===== src/rtl/stopwatch_pkg.sv =====
// Shared definitions for the stopwatch counter: FSM encoding, BCD widths and
// the packed MM:SS time record.
package stopwatch_pkg;

   localparam int BCD_W      = 4;
   localparam int DIGIT_MAX9 = 9;
   localparam int DIGIT_MAX5 = 5;

   typedef enum logic [1:0] {
      ST_IDLE  = 2'd0,
      ST_RUN   = 2'd1,
      ST_PAUSE = 2'd2
   } sw_state_e;

   typedef struct packed {
      logic [BCD_W-1:0] mt;
      logic [BCD_W-1:0] mo;
      logic [BCD_W-1:0] st;
      logic [BCD_W-1:0] so;
   } sw_time_t;

endpackage


===== src/rtl/bcd_digit_cnt.sv =====
// Single BCD digit counting 0..MAX; carry is combinational so a cascade of
// digits all step on the same clock edge.
module bcd_digit_cnt
   import stopwatch_pkg::*;
#(
   parameter int unsigned MAX = 9
) (
   input  logic             clock,
   input  logic             rst,
   input  logic             clr,
   input  logic             inc,
   output logic [BCD_W-1:0] q,
   output logic             carry
);

   localparam logic [BCD_W-1:0] MAX_Q = BCD_W'(MAX);

   always_ff @(posedge clock) begin
      if (rst || clr) begin
         q <= '0;
      end else if (inc) begin
         q <= (q == MAX_Q) ? '0 : q + 1'b1;
      end
   end

   assign carry = inc && (q == MAX_Q);

endmodule


===== src/rtl/stopwatch_counter.sv =====
// MM:SS stopwatch driven by the divided tick wave, treated as data in the
// system clock domain. Start/stop, lap freeze and clear via button pulses.
module stopwatch_counter
   import stopwatch_pkg::*;
#(
   parameter int unsigned TICKS_PER_INC = 1,
   parameter int unsigned MIN_TENS_MAX  = 5
) (
   input  logic             clock,
   input  logic             rst,
   input  logic             tick_in,
   input  logic             start_stop,
   input  logic             lap,
   input  logic             clear,
   output logic [BCD_W-1:0] sec_ones,
   output logic [BCD_W-1:0] sec_tens,
   output logic [BCD_W-1:0] min_ones,
   output logic [BCD_W-1:0] min_tens,
   output logic             running,
   output logic             frozen,
   output logic             wrap,
   output sw_state_e        fsm_state
);

   localparam logic [7:0] PRESC_TERM = 8'(TICKS_PER_INC - 1);

   sw_state_e  state, state_next;
   logic       tick_s1, tick_s2, tick_s3;
   logic       ss_q, lap_q, clr_q;
   logic       tick_pulse, ss_p, lap_p, clr_p;
   logic       count_en, zero, step;
   logic [7:0] presc;
   sw_time_t   live, snap;
   logic       so_carry, st_carry, mo_carry, mt_carry;

   // Flops reset to 1 so a level held high through reset is not a press/tick.
   always_ff @(posedge clock) begin
      if (rst) begin
         tick_s1 <= 1'b1;
         tick_s2 <= 1'b1;
         tick_s3 <= 1'b1;
         ss_q    <= 1'b1;
         lap_q   <= 1'b1;
         clr_q   <= 1'b1;
      end else begin
         tick_s1 <= tick_in;
         tick_s2 <= tick_s1;
         tick_s3 <= tick_s2;
         ss_q    <= start_stop;
         lap_q   <= lap;
         clr_q   <= clear;
      end
   end

   assign tick_pulse = tick_s2 & ~tick_s3;
   assign ss_p       = start_stop & ~ss_q;
   assign lap_p      = lap & ~lap_q;
   assign clr_p      = clear & ~clr_q;

   always_ff @(posedge clock) begin
      if (rst) state <= ST_IDLE;
      else     state <= state_next;
   end

   always_comb begin
      state_next = state;
      case (state)
         ST_IDLE:  if (ss_p) state_next = ST_RUN;
         ST_RUN:   if (ss_p) state_next = ST_PAUSE;
         ST_PAUSE: begin
            if (clr_p)     state_next = ST_IDLE;
            else if (ss_p) state_next = ST_RUN;
         end
         default:  state_next = ST_IDLE;
      endcase
   end

   always_comb begin
      running  = (state == ST_RUN);
      count_en = (state == ST_RUN) && tick_pulse;
      zero     = (state_next == ST_IDLE);
   end

   always_ff @(posedge clock) begin
      if (rst || zero) begin
         presc <= '0;
      end else if (count_en) begin
         presc <= (presc == PRESC_TERM) ? 8'd0 : presc + 8'd1;
      end
   end

   assign step = count_en && (presc == PRESC_TERM);

   bcd_digit_cnt #(.MAX(DIGIT_MAX9)) u_so (
      .clock(clock), .rst(rst), .clr(zero), .inc(step),
      .q(live.so), .carry(so_carry));
   bcd_digit_cnt #(.MAX(DIGIT_MAX5)) u_st (
      .clock(clock), .rst(rst), .clr(zero), .inc(so_carry),
      .q(live.st), .carry(st_carry));
   bcd_digit_cnt #(.MAX(DIGIT_MAX9)) u_mo (
      .clock(clock), .rst(rst), .clr(zero), .inc(st_carry),
      .q(live.mo), .carry(mo_carry));
   bcd_digit_cnt #(.MAX(MIN_TENS_MAX)) u_mt (
      .clock(clock), .rst(rst), .clr(zero), .inc(mo_carry),
      .q(live.mt), .carry(mt_carry));

   // Snapshot takes the current (pre-increment) live value on a lap press.
   always_ff @(posedge clock) begin
      if (rst || zero) begin
         frozen <= 1'b0;
         snap   <= '0;
      end else if (lap_p) begin
         case (state)
            ST_RUN: begin
               if (!frozen) begin
                  snap   <= live;
                  frozen <= 1'b1;
               end else begin
                  frozen <= 1'b0;
               end
            end
            ST_PAUSE: frozen <= 1'b0;
            default:  ;
         endcase
      end
   end

   always_ff @(posedge clock) begin
      if (rst) wrap <= 1'b0;
      else     wrap <= mt_carry;
   end

   assign sec_ones  = frozen ? snap.so : live.so;
   assign sec_tens  = frozen ? snap.st : live.st;
   assign min_ones  = frozen ? snap.mo : live.mo;
   assign min_tens  = frozen ? snap.mt : live.mt;
   assign fsm_state = state;

endmodule


===== config.mk =====
export PLATFORM = sky130hd
export DESIGN_NAME = stopwatch_counter
export DESIGN_NICKNAME = d
export VERILOG_FILES = /design/src/rtl/stopwatch_pkg.sv /design/src/rtl/bcd_digit_cnt.sv /design/src/rtl/stopwatch_counter.sv
export SDC_FILE = /design/constraint.sdc
export NUM_CORES = 1
export LEC_CHECK = 0
export CORE_ASPECT_RATIO = 1.2
export CORE_UTILIZATION = 40
export CTS_CLUSTER_DIAMETER = 50
export DETAILED_ROUTE_END_ITERATION = 7
export GPL_TIMING_DRIVEN = 1
export PLACE_DENSITY = 0.57
export RECOVER_POWER = 25
export SYNTH_ARGS = -nofsm -noshare
export SYNTH_HDL_FRONTEND = slang
export SYNTH_SLANG_ARGS = --single-unit

===== constraint.sdc =====
create_clock -name clock -period 2.65 [get_ports clock]
set_input_delay 0.265 -clock clock [delete_from_list [all_inputs] [get_ports clock]]
set_output_delay 0.265 -clock clock [all_outputs]
set_load 0.005 [all_outputs]

==> key figures, run 1 <==
Run status
  • Status: finished, final reports clean

Yosys
  • Synth Area in Adders: under 10%
  • Area share of and/or/nand/nor cells after synthesis: 27.1%
  • Async SR Flop Fraction: 0%
  • Synth Area in Compound Gates: 15.5%
  • Mux cell area share after synthesis: 5.69%
  • Register area share after synthesis: 42.1%
  • Warnings, synthesis: 0
  • Combinational family with the most area after synthesis: simple AND/OR/NAND/NOR gates
  • Number of synthesized flops with an enable pin: 0
  • #FFs+latches synth: 50
  • Synth top area share: between 40% and 50%
  • Synth unique cells: 44
  • Leading area contributor after synthesis: dfxtp_1
  • Syn_area_per_cell: 8.45 um2
  • Top_reg_cell synth: dfxtp_1
  • Net count after synthesis: between 200 and 300
  • Synthesized area: between 0.002 and 0.0025 mm2
  • Cells after Synth: about 280
  • Post-Synth XOR/XNOR Area: 2.58%
  • Dominant cells by area after synthesis: dfxtp_1, nand2_1, a21oi_1

Clock network
  • Clk slew on worst S/H paths: 0.09 ns
  • CTS sink count: 50
  • CTS resizes: 0
  • Clk_lat worst skew: 0.31 ns
  • Cts bufs inserted: 5
  • Root Buffer: clkbuf_8
  • Post-CTS Hold Fix Bufs: 0
  • Post-CTS Repair Setup Buffers: 0
  • H-tree depth: 2
  • CTS tree: built
  • Max clock buf depth: 2

Final layout
  • Final Util: 50.5%
  • Nets: 327
  • Fin cells: 396
  • Area grow syn2layout: 21.3%
  • Fill count: 577
  • Post-route cell area: around 0.0029 mm2
  • Antenna cells: 0
  • Share of cells above drive strength 1: between 10 and 15%
  • Register Area: 0.00100 mm2
  • Area of the multi-input gates: 0.00129 mm2

Die
  • Die area: approximately 0.0063 mm2
  • Starting Density: 41.6%
  • Die W: about 72 um
  • Row cnt: 30
  • Core Footprint: 0.00571 mm2
  • IO Pins: 27
  • Die Span Y: 86.4 um

Setup path
  • Setup CP Type: reg -> reg
  • Critical path required time: 2.89 ns
  • R2R Path End: u_mo.q[3]
  • CP Launch Point: presc[1]
  • Worst Path Arrival: 2.64 ns
  • Crit-path slowest cell: or4_4
  • Reg2Reg Depth: 6
  • Critical Path Source Type: register
  • Crit path capture type: register
  • CP Buf/Inv Count: 1
  • Reg2reg setup slack: 0.25 ns
  • Worst path cell trace: inv_1 > ha_1 > or4b_4 > or4_4 > or4_1 > a31oi_1
  • R2r startpoint: presc[1]
  • CP max stage delay: around 0.63 ns
  • Crit-path max FO: 11
  • Crit-path leading delay family: simple AND/OR/NAND/NOR gates

GRT
  • Largest net degree at the start of global routing: 42
  • Number of global-route vias before repair: 1,839
  • Total congestion overflow: 0
  • Initial antenna violation count: 0
  • First-pass GRT wire length: ~8700 um
  • GRT Util Overall: 18.3%

Route
  • DRC: 0
  • Routed wire length: between 5000 and 6000 um
  • First-pass detailed-route iteration total: 4
  • Via/cell ratio: 5.20
  • Vias: around 2,000
  • Drt wl/cell: 13.4 um
  • DRT iter0 DRCs: between 100 and 150
  • Final ANT Viol Nets: 0

Place
  • Port Buf Inserts: 26
  • # placed instances: roughly 390
  • Setup WS pre-CTS: 0.264 ns
  • Hpwl dp: 3680 um
  • DP Area: 0.00278 mm2
  • Global placer's final weighted congestion: 0.833

Power and ir drop
  • Power per cell area: ~450 mW/mm2
  • Pleak: 0.910 nW
  • Clock power frac: 37.8%
  • Reg power frac: 58.1%
  • Peak supply drop: 222 uV
  • NetSw: 0.291 mW
  • Overall Power: 1.31 mW
  • Internal power: 1.02 mW
  • Switch share: about 22%
  • Combinational power share: around 4.2%

Timing
  • Max frequency: 416 MHz
  • Setup TNS: 0 ns
  • RSZ-0062 raised after global routing: false
  • Final setup viols: 0
  • Slew Viols, Final: 0
  • Worst Max-Slew Pin Slew: a little over 0.6 ns
  • Final min period: 2.40 ns
  • Final Skew: 0.0110 ns
  • Final WS setup: 0.248 ns
  • Slew headroom: between 50% and 60%
  • Final hold vios: 0
  • WHS: 0.419 ns
  • Final period util: 90.6%

Min path
  • Worst hold endpoint: tick_s2
  • Hold path depth: 1
  • Hold crit path type: reg -> reg
  • Hold path start: tick_s1

Flow run
  • # Max-Cap Violations: 0
-- cells by family (layout without fill, tap and decap cells) --
kind of cell / after synthesis / count (layout)
DFF: 50 / 50
xor gates and xnor gates: 7 / 7
AOI/OAI and AO/OA: 63 / 63
muxes: 12 / 12
and+or+nand+nor: 121 / 121
adders and majority gates: 6 / 6
buffers and inverters: 22 / 57
-- Yosys cell counts, drive strengths merged, types with 2 or more instances --
library cell	instances
nand2	51
dfxtp	50
a21oi	34
mux2	12
inv	11
o21ai	11
clkbuf	9
nor2	8
nor3	8
or2	7
ha	6
nand3	6
nor2b	5
nor4	5
o31ai	5
or3	5
xnor2	5
nand4	4
nand4b	4
or4	4
a211oi	3
nand2b	3
nand3b	3
buf	2
nor4bb	2
xor2	2
-- layer usage --
layer | vias to the layer above | part of all wire (%) | track usage (%)
met3 | 6 | 3.4 | 3.84
met5 | - | 0 | 0
li1 | 1070 | - | -
met4 | 0 | 1.4 | 6.42
met2 | 36 | 47 | 31.1
met1 | 947 | 48 | 22.7
-- sequential cells by signal (all words and copies together), names as in the netlist, 2 cells and up --
name,cells
snap,16
presc,8
u_mo.q,4
u_mt.q,4
u_so.q,4
u_st.q,4
fsm_state,2
-- layout by cell type, fill, tap and decap left out, drive strengths merged, types with 2 or more instances in the layout --
master         synthesis  final
nand2b                 3      3
dlygate4sd3            0      4
buf                    2     10
nor3                   8      8
mux2                  12     12
nor2                   8      8
a21oi                 34     34
clkbuf                 9      9
or2                    7      7
or3                    5      5
nand4                  4      4
o21ai                 11     11
ha                     6      6
nand3                  6      6
dfxtp                 50     50
nand4b                 4      4
nand2                 51     51
o31ai                  5      5
inv                   11     11
nand3b                 3      3
xor2                   2      2
clkdlybuf4s50          0     22
nor2b                  5      5
a211oi                 3      3
or4                    4      4
xnor2                  5      5
nor4                   5      5
nor4bb                 2      2
-- how the worst max path moves through the flow --
stage / to / slack, ns / depth (start not counted)
detailed placement: u_mo.q[3] / 0.26 / 6
global route: u_mo.q[3] / 0.18 / 6
finish: u_mo.q[3] / 0.25 / 6
CTS: u_mo.q[3] / 0.25 / 6
floorplan: u_st.q[3] / 0.39 / 7
global placement: u_mo.q[3] / 0.31 / 6
-- worst register-to-register path: stages (launching register included) --
cell and delay [ns]:
dfxtp_1 0.35, inv_1 0.06, ha_1 0.14, or4b_4 0.49
or4_4 0.63, or4_1 0.49, a31oi_1 0.17
-- power by group through the flow --
stage | logic, mW | registers, mW | clock network, mW
after floorplan | 0.0315 | 0.777 | 0
after global placement | 0.0574 | 0.778 | 0
after detailed placement | 0.0569 | 0.778 | 0
after CTS | 0.0572 | 0.760 | 0.514
after global routing | 0.0611 | 0.762 | 0.550
final | 0.0547 | 0.760 | 0.494
-- cell type report --
| class | count | area share (%) |
|---|---|---|
| multi-input combinational | 209 | 44.8 |
| sequential | 50 | 34.8 |
| timing repair buffer | 38 | 11.9 |
| tap | 80 | 3.48 |
| clock buffer | 7 | 3.34 |
| inverter | 11 | 1.43 |
| clock inverter | 1 | 0.304 |
(Power assumes the default switching activity.)
==> run 2, diff against run 1 <==
CORE_UTILIZATION = 35   (was 40)
PLACE_DENSITY = 0.51   (was 0.57)
==> key figures, run 2 (synthesis results as in run 1) <==
Run status
  • Status: finished, final reports clean

Clock network
  • Clk slew on worst S/H paths: 0.10 ns
  • CTS resizes: 0
  • CTS tree: built
  • Post-CTS Hold Fix Bufs: 0
  • Post-CTS Repair Setup Buffers: 0
  • Clk_lat worst skew: 0.31 ns
  • CTS sink count: 50
  • Max clock buf depth: 2
  • Cts bufs inserted: 5
  • Root Buffer: clkbuf_8
  • H-tree depth: 2

Setup path
  • Crit path capture type: register
  • CP max stage delay: 0.64 ns
  • R2R Path End: u_mo.q[3]
  • Worst Path Arrival: 2.64 ns
  • Critical path required time: 2.90 ns
  • Critical Path Source Type: register
  • Crit-path max FO: 11
  • Setup CP Type: reg -> reg
  • R2r startpoint: presc[0]
  • Worst path cell trace: inv_1 > ha_1 > or4b_4 > or4_4 > or4_1 > a31oi_1
  • Crit-path slowest cell: or4_4
  • CP Launch Point: presc[0]
  • Reg2reg setup slack: 0.26 ns
  • Reg2Reg Depth: 6

Die
  • Die Span Y: just over 90 um
  • Die W: 77.2 um
  • Die area: 0.00712 mm2
  • Starting Density: 36.6%
  • Core Footprint: 0.00649 mm2
  • Row cnt: 32
  • IO Pins: 27

Timing
  • Max frequency: 418 MHz
  • Final Skew: between 0.015 and 0.02 ns
  • Slew Viols, Final: 0
  • Final min period: roughly 2.4 ns
  • Final setup viols: 0
  • WHS: 0.417 ns
  • RSZ-0062 raised after global routing: false
  • Final period util: 90.3%
  • Slew headroom: 56.3%
  • Setup TNS: 0 ns
  • Worst Max-Slew Pin Slew: 0.650 ns
  • Final hold vios: 0
  • Final WS setup: 0.258 ns

Final layout
  • Max reg flops: 16
  • Fill count: 692
  • Commonest cells after routing, fill and taps aside: nand2_1, dfxtp_1, a21oi_1, clkdlybuf4s50_1, mux2_2
  • Area grow syn2layout: 21.2%
  • Share of cells above drive strength 1: between 10% and 20%
  • Top flop regs: snap x16, presc x8
  • Antenna cells: 0
  • Fin cells: 401
  • Most flops, register: snap
  • Nets: roughly 330
  • Commonest non-fill, non-tap cell in the layout: nand2_1

Route
  • DRC: 0
  • Final ANT Viol Nets: 0
  • Via/cell ratio: 5.17
  • DRT iter0 DRCs: 107
  • Drt wl/cell: 13.8 um
  • First-pass detailed-route iteration total: 4
  • Routed wire length: 5540 um
  • Vias: 2,072

Min path
  • Worst hold endpoint: tick_s2
  • Hold path depth: 1
  • Hold path start: tick_s1
  • Hold crit path type: reg -> reg

GRT
  • GRT Util Overall: 16.0%
  • Total congestion overflow: 0
  • Initial antenna violation count: 0
  • Largest net degree at the start of global routing: between 40 and 50
  • First-pass GRT wire length: around 8900 um
  • Number of global-route vias before repair: between 1,500 and 2,000

Place
  • Port Buf Inserts: 26
  • Setup WS pre-CTS: 0.272 ns
  • Hpwl dp: 3730 um
  • Global placer's final weighted congestion: 0.744
  • # placed instances: 393

Flow run
  • # Max-Cap Violations: 0

Power and ir drop
  • Peak supply drop: 310 uV
  • Power per cell area: 447 mW/mm2
  • Pleak: 0.907 nW
  • Overall Power: 1.29 mW
==> run 2: changes by cell type in the layout (fill, tap and decap cells not counted) <==
cell / delta
clkbuf_1: -1
clkbuf_2: +1
clkbuf_8: -1
clkinv_2: +1
clkinv_4: -1
clkinvlp_4: +1
==> run 2: worst max path at each step <==
stage                            to  slack (ns)  cells past startpoint
after floorplan           u_st.q[3]        0.39                      7
after global placement    u_mo.q[3]        0.29                      6
after detailed placement  u_mo.q[3]        0.27                      6
after CTS                 u_mo.q[3]        0.27                      6
after global routing      u_mo.q[3]        0.15                      6
final                     u_mo.q[3]        0.26                      6
==> run 2: where the power goes <==
part           internal, mW  total, mW  switching (mW)
Combinational        0.0223     0.0558          0.0336
Clock                 0.210      0.472           0.261
Sequential            0.757      0.760         0.00371
Total                 0.989       1.29           0.298
==> run 2: per-layer routing <==
metal  wire [um]  track usage (%)  vias up
met3         150             3.68        4
met4          46             4.25        0
li1            -                -     1076
met1        2700             20.1      964
met2        2650             27.2       28
met5           0                0        -
==> run 2: final cells by class <==
cell class	instances	area [um2]	share of cell area, %
Clock buffer	6	82.6	2.87
Clock inverter	2	12.5	0.435
Inverter	11	41.3	1.43
Multi-Input combinational cell	209	1290	44.8
Sequential cell	50	1000	34.8
Tap cell	85	106	3.70
Timing Repair Buffer	38	344	12.0
==> run 2: critical path, delay by kind of cell, from the launching register on <==
kind                       cells  cell delay, ns
DFF                            1            0.35
AOI/OAI and AO/OA              1            0.16
adders and majority gates      1            0.14
buffers and inverters          1            0.07
and+or+nand+nor                3            1.62
==> run 2: through the flow <==
step / util, % / cell area, um2
finish: 44.4 / 2880
global route: 44.4 / 2880
CTS: 44.5 / 2880
detailed placement: 43.0 / 2790
global placement: 43.0 / 2790
floorplan: - / 2370
==> run 3, diff against run 2 <==
CORE_UTILIZATION = 45   (was 35)
PLACE_DENSITY = 0.63   (was 0.51)
==> key figures, run 3 (synthesis results as in run 1) <==
Clock network
  • Cts bufs inserted: 5
  • CTS resizes: 0
  • Post-CTS Repair Setup Buffers: 0
  • Clk slew on worst S/H paths: 0.10 ns
  • Root Buffer: clkbuf_8
  • H-tree depth: 2
  • Post-CTS Hold Fix Bufs: 0
  • CTS tree: built
  • Max clock buf depth: 2
  • Clk_lat worst skew: between 0.3 and 0.4 ns
  • CTS sink count: 50

Place
  • Port Buf Inserts: 26
  • Hpwl dp: between 3000 and 4000 um
  • Global placer's final weighted congestion: roughly 0.8

Timing
  • Slew headroom: between 40% and 50%
  • Final period util: 90.5%
  • Final setup viols: 0
  • Final Skew: 0.00901 ns
  • RSZ-0062 raised after global routing: false
  • Worst Max-Slew Pin Slew: 0.890 ns
  • Final min period: ~2.4 ns
  • Slew Viols, Final: 0
  • Setup TNS: 0 ns
  • Final hold vios: 0
  • Max frequency: 417 MHz

Die
  • Die W: 68.3 um
  • Row cnt: 28
  • Core Footprint: ~0.005 mm2
  • Die Span Y: 81.6 um
  • Starting Density: 47.4%
  • Die area: 0.00557 mm2
  • IO Pins: 27

Min path
  • Hold path start: tick_s1
  • Hold crit path type: reg -> reg
  • Worst hold endpoint: tick_s2
  • Hold path depth: 1

Setup path
  • Crit path capture type: register
  • CP Launch Point: presc[1]
  • Reg2Reg Depth: 6
  • R2R Path End: u_mo.q[3]
  • Critical Path Source Type: register
  • CP max stage delay: 0.63 ns
  • Reg2reg setup slack: 0.25 ns
  • R2r startpoint: presc[1]
  • Critical path required time: 2.87 ns
  • Crit-path max FO: 11
  • Worst Path Arrival: around 2.6 ns
  • Worst path cell trace: inv_1 > ha_1 > or4b_4 > or4_4 > or4_1 > a31oi_1
  • Setup CP Type: reg -> reg
  • Crit-path slowest cell: or4_4

Final layout
  • Commonest non-fill, non-tap cell in the layout: nand2_1
  • Antenna cells: 0
  • Max reg flops: 16
  • Commonest cells after routing, fill and taps aside: nand2_1, dfxtp_1, a21oi_1, clkdlybuf4s50_1, mux2_2
  • Area grow syn2layout: 20.2%
  • Nets: 326
  • Most flops, register: snap
  • Top flop regs: snap x16, presc x8
  • Share of cells above drive strength 1: 12.7%

Power and ir drop
  • Combinational power share: ~4.2%
  • Peak supply drop: 270 uV
  • NetSw: 0.304 mW
  • Switch share: 23.4%
  • Internal power: 0.994 mW
  • Reg power frac: 58.6%
  • Power per cell area: 454 mW/mm2
  • Overall Power: 1.30 mW
  • Pleak: 0.906 nW
  • Clock power frac: 37.2%

Flow run
  • # Max-Cap Violations: 0

Route
  • DRC: 0
  • First-pass detailed-route iteration total: 4
  • Routed wire length: 5260 um
  • Vias: 2,031
  • Drt wl/cell: 14.0 um
  • DRT iter0 DRCs: 131
  • Final ANT Viol Nets: 0
  • Via/cell ratio: 5.42

Run status
  • Status: finished, final reports clean

GRT
  • Largest net degree at the start of global routing: 42
  • Total congestion overflow: 0
  • Number of global-route vias before repair: about 1,700
  • GRT Util Overall: 20.2%
  • Initial antenna violation count: 0
  • First-pass GRT wire length: 8440 um
run 3: area by class of cell:
class / instances / area [um2]
Clock inverter: 2 / 16.3
Tap cell: 60 / 75.1
Fill cell: 470 / 2150
Inverter: 11 / 41.3
Clock buffer: 6 / 82.6
Timing Repair Buffer: 37 / 349
Multi-Input combinational cell: 209 / 1290
Sequential cell: 50 / 1000
run 3: stage by stage:
| step | std cells | util, % | instance area [um2] | setup WS (ns) | hold WS [ns] |
|---|---|---|---|---|---|
| 2_1_floorplan | 281 | - | 2370 | 0.388 | 0.348 |
| 3_5_place_dp | 367 | 55.1 | 2760 | 0.277 | 0.395 |
| 5_1_grt | 375 | 57.0 | 2860 | 0.0739 | 0.435 |
| 3_3_place_gp | 367 | 55.1 | 2760 | 0.309 | 0.392 |
| 4_1_cts | 375 | 57.1 | 2860 | 0.255 | 0.419 |
| 6_report | 375 | 57.0 | 2860 | 0.251 | 0.416 |
run 3: power groups by stage:
| stage | clock network [mW] | logic, mW | registers, mW |
|---|---|---|---|
| 2_1_floorplan | 0 | 0.0315 | 0.777 |
| 3_3_place_gp | 0 | 0.0566 | 0.778 |
| 3_5_place_dp | 0 | 0.0566 | 0.778 |
| 4_1_cts | 0.500 | 0.0567 | 0.761 |
| 5_1_grt | 0.527 | 0.0599 | 0.762 |
| 6_report | 0.483 | 0.0541 | 0.761 |
run 3: how the worst max path moves through the flow:
stage,to,slack [ns],cells after the start
2_1_floorplan,u_st.q[3],0.39,7
3_3_place_gp,u_mo.q[3],0.31,6
3_5_place_dp,u_mo.q[3],0.28,6
4_1_cts,u_mo.q[3],0.26,6
5_1_grt,u_mo.q[3],0.07,6
6_report,u_mo.q[3],0.25,6
run 3: worst max-delay path: cells and delay by family, from the launching register on:
family,cells,cell delay (ns)
flops,1,0.36
simple gates,3,1.60
buf+inv,1,0.07
fa+ha+maj,1,0.14
compound gates,1,0.16
run 3: routing by layer:
layer / track usage [%] / wire length, um / vias up
met2: 32.5 / 2480 / 29
met5: 0 / 0 / -
met3: 3.75 / 125 / 4
met1: 27.3 / 2610 / 931
li1: - / - / 1067
met4: 5.63 / 49 / 0
